$ cat src/rtl/vram_arbiter.sv
// Screen RAM arbiter: shares one single-port RAM between the 6502 and the VGA renderer.
// Optional macro ARB_STATS_EN adds a saturating stall-cycle counter on stall_cnt.
module vram_arbiter #(
  parameter int ADDR_W    = 11,
  parameter int DATA_W    = 8,
  parameter int DRAIN_MAX = 7,
  parameter int STAT_W    = 16
) (
  input  logic              clk,
  input  logic              reset,
  input  logic              cpu_req,
  input  logic              cpu_we,
  input  logic [ADDR_W-1:0] cpu_addr,
  input  logic [DATA_W-1:0] cpu_wdata,
  input  logic              cpu_sync,
  output logic              cpu_rdy,
  output logic [DATA_W-1:0] cpu_rdata,
  input  logic              vid_req,
  input  logic [ADDR_W-1:0] vid_addr,
  output logic              vid_grant,
  output logic [DATA_W-1:0] vid_rdata,
  output logic              mem_en,
  output logic              mem_we,
  output logic [ADDR_W-1:0] mem_addr,
  output logic [DATA_W-1:0] mem_wdata,
  input  logic [DATA_W-1:0] mem_rdata,
  output logic [STAT_W-1:0] stall_cnt
);

  // state | meaning
  // CPU   | CPU owns RAM, no video request pending
  // DRAIN | video pending, CPU runs on until SYNC or drain timeout
  // VID   | video owns RAM, CPU frozen via RDY
  // REL   | turnaround: last video read completes, RAM idle
  typedef enum logic [1:0] {S_CPU, S_DRAIN, S_VID, S_REL} state_t;

  localparam int CNT_W = (DRAIN_MAX > 1) ? $clog2(DRAIN_MAX) : 1;
  localparam logic [CNT_W-1:0] DRAIN_LAST = CNT_W'(DRAIN_MAX - 1);

  state_t           state;
  logic [CNT_W-1:0] drain_cnt;

  always_ff @(posedge clk) begin
    if (reset) begin
      state     <= S_CPU;
      cpu_rdy   <= 1'b1;
      vid_grant <= 1'b0;
      drain_cnt <= '0;
    end else begin
      case (state)
        S_CPU: begin
          if (vid_req) begin
            if (cpu_sync) begin
              state     <= S_VID;
              cpu_rdy   <= 1'b0;
              vid_grant <= 1'b1;
            end else begin
              state     <= S_DRAIN;
              drain_cnt <= '0;
            end
          end
        end
        S_DRAIN: begin
          // a withdrawn request wins over a coincident SYNC: no stall is issued
          if (!vid_req) begin
            state <= S_CPU;
          end else if (cpu_sync || drain_cnt == DRAIN_LAST) begin
            state     <= S_VID;
            cpu_rdy   <= 1'b0;
            vid_grant <= 1'b1;
          end else begin
            drain_cnt <= drain_cnt + 1'b1;
          end
        end
        S_VID: begin
          if (!vid_req) begin
            state     <= S_REL;
            vid_grant <= 1'b0;
          end
        end
        S_REL: begin
          state   <= S_CPU;
          cpu_rdy <= 1'b1;
        end
        default: begin
          state     <= S_CPU;
          cpu_rdy   <= 1'b1;
          vid_grant <= 1'b0;
        end
      endcase
    end
  end

  always_comb begin
    mem_addr  = cpu_addr;
    mem_en    = cpu_req;
    mem_we    = cpu_req & cpu_we;
    mem_wdata = cpu_wdata;
    case (state)
      S_VID: begin
        mem_addr = vid_addr;
        mem_en   = 1'b1;
        mem_we   = 1'b0;
      end
      S_REL: begin
        mem_en = 1'b0;
        mem_we = 1'b0;
      end
      default: ;
    endcase
  end

  assign cpu_rdata = mem_rdata;
  assign vid_rdata = mem_rdata;

`ifdef ARB_STATS_EN
  always_ff @(posedge clk) begin
    if (reset) begin
      stall_cnt <= '0;
    end else if (!cpu_rdy && stall_cnt != '1) begin
      stall_cnt <= stall_cnt + 1'b1;
    end
  end
`else
  assign stall_cnt = '0;
`endif

endmodule

$ cat config.mk
export PLATFORM = sky130hd
export DESIGN_NAME = vram_arbiter
export DESIGN_NICKNAME = d
export VERILOG_FILES = /design/src/rtl/vram_arbiter.sv
export SDC_FILE = /design/constraint.sdc
export NUM_CORES = 1
export LEC_CHECK = 0
export ABC_AREA = 1
export BUFFER_PORTS_ARGS = -buffer_cell sky130_fd_sc_hd__buf_2
export CAP_MARGIN = 20
export CORE_ASPECT_RATIO = 0.75
export CORE_MARGIN = 3
export CORE_UTILIZATION = 40
export DETAILED_ROUTE_END_ITERATION = 12
export PLACE_DENSITY = 0.92
export SYNTH_ARGS = -nofsm -noshare
export SYNTH_HDL_FRONTEND = slang
export SYNTH_SLANG_ARGS = --single-unit
$ cat constraint.sdc
create_clock -name clk -period 3 [get_ports clk]
set_input_delay 0.15 -clock clk [delete_from_list [all_inputs] [get_ports clk]]
set_output_delay 0.15 -clock clk [all_outputs]
set_load 0.03 [all_outputs]
==> results.toml <==
[sta]
rsz0062_at_grt = "false"
worst_pin_slew_ns = 0.520
relSlewSlack = 0.653
fin_skew_ns = 0.00509
hold_violations = 0
finalCritPeriodShare = 0.686
setup_viol = 0
period_minus_slack_ns = 2.06
hold_slack_ns = 0.100
slew_violations = 0
setup_tns_ns = 0
fmax_ghz = 0.486

[finish]
area_growth_pct = 0.602
final_nets = 238
num_antenna_cells = 0
layout.area.seq_um2 = 140
layout_common_cells = "55 x nand2_1, 42 x buf_2, 16 x conb_1"
drive_gt1_frac = 0.297
multiInputGateArea_um2 = 569
final_common_cell = "nand2_1"
fill_cells = 260

[worst_setup_path]
max_stage_delay_ns = 0.49
crit_path_max_fanout = 16
arrival_ns = 1.91
slowest_stage = "ha_1"
crit_chain = "inv_1 > ha_1 > inv_1 > o21ai_0 > buf_2"
worstPathRequired_ns = 2.85
cpMostUsedCell = "inv_1"
crit_type = "reg2out"
start_kind = "flop"
critPathCaptureType = "primary output"

[placement]
dp_hpwl_mm = 1.76
routabilityCongestion = 0.788
io_buffers = 42

[global_route]
gr-total-overflow = 0
grt_max_degree = 17
top_usage_layer = "met2"
grt_util_met1 = 0.150
gr-usage-met2 = 0.200
use_met3 = 0.0524
grt_pass1_vias = 755
antenna_found_initial = 0
grtUsageTotal = 0.123
grt_pass1_wl_mm = 3.22

[routing]
drt-total-wl_mm = 2.06
wl_per_cell_um = 9.42
drt_iter0_drc = 28
vias = 923
ant_nets = 0
firstDrtPassIters = 4
via_per_inst = 4.21
drc_errors = 0

[cts]
ctsHtreeMaxLevel = 1
cts-root-buf = "clkbuf_4"
cts_tree = "built"
cts_setup_buffers = 0
cts_buffers = 3
clk_pin_slew_ns = 0.05
cts_hold_buf = 0
ctsResizeCount = 0
numClockSinks = 7
cts.path.max_buffers = 2
clk_latency_ns = 0.25

[power]
power_density_mw_per_mm2 = 911
p_leak_nw = 0.632
vdd_drop_max_mv = 0.257

[yosys]
synth.distinct_cells = 22
yosys_warnings = 0
synth_area_leader_cell = "buf_4"
ys_ff_latch = 7
synth.area.top_cells = "buf_4 30%, nand2_1 20%, dfxtp_1 13%, ha_1 9.6%, inv_1 4.3%"
ys_seq_area_frac = 0.135
synth_top_area_frac = 0.296
synthCells = 168
synth_area_per_cell_um2 = 6.18
syn_area_mm2 = 0.00104

[floorplanning]
die_y_um = 50.1
die_area_mm2 = 0.00325
rows = 15
core-area_mm2 = 0.00238
num_io_pins = 99
die_w_um = 64.8
initial_utilization = 0.436

[hold_path]
hold_path_class = "in2reg"

[flow_run]
drv_cap = 0

[outcome]
status = "completed"
Yosys cell counts, drive strengths merged:
cell type	count
o21ai	4
nor3	1
ha	8
inv	14
nand3	8
conb	1
clkinv	1
nor2	17
buf	44
nand2	56
dfxtp	7
a21oi	2
nand4	5
worst paths after layout:
kind | start | to | slack [ns] | cells past startpoint
min reg2reg | cpu_rdy | cpu_rdy | 0.46 | 2
min | reset | state[0] | 0.10 | 2
max | state[0] | mem_en | 0.94 | 5
max reg2reg | state[0] | state[0] | 1.20 | 6
cell families (layout without fill, tap and decap cells):
group,count (synthesis),count (layout),share of synthesized area
AOI/OAI and AO/OA,6,6,0.0325
adders and majority gates,8,8,0.0964
buffers and inverters,59,61,0.371
DFF,7,7,0.135
other,1,16,0.00361
and+or+nand+nor,87,87,0.361
final cells by class:
cell class,count,area share
Multi-Input combinational cell,117,0.545
Timing Repair Buffer,42,0.201
Sequential cell,7,0.134
Inverter,15,0.0539
Tap cell,34,0.0407
Clock buffer,4,0.0251
stage by stage:
| step | setup slack [ns] | utilization | cell area, µm² | power, W | std cells |
|---|---|---|---|---|---|
| after floorplan | 1.38 | - | 1090 | 0.000801 | 183 |
| after global placement | 1.25 | 0.427 | 1020 | 0.000854 | 215 |
| after detailed placement | 1.17 | 0.427 | 1020 | 0.000873 | 215 |
| after CTS | 0.892 | 0.438 | 1040 | 0.000962 | 219 |
| after global routing | 0.739 | 0.438 | 1040 | 0.00104 | 219 |
| final | 0.942 | 0.438 | 1040 | 0.000952 | 219 |
worst max-delay path, delay by kind of cell (launching register included):
kind / cells / cell delay (ns)
compound gates: 1 / 0.15
flops: 1 / 0.35
fa+ha+maj: 1 / 0.49
buf+inv: 3 / 0.65
layer usage:
layer  vias up  share of wire
li1        492              -
met5         -              0
met1       398           0.42
met3         0          0.083
met4         0              0
met2        33           0.50
registers in the layout, summed over array words and instances, names as in the netlist:
register   cells
drain_cnt      3
cpu_rdy        1
state          2
vid_grant      1
where the power goes:
| group | switching [W] | leakage, nW | internal (W) |
|---|---|---|---|
| clock network | 0.0000339 | 0.0150 | 0.0000507 |
| logic | 0.000507 | 0.559 | 0.000210 |
| registers | 0.0000268 | 0.0575 | 0.000123 |
| total | 0.000567 | 0.632 | 0.000384 |
(Power assumes the default switching activity.)
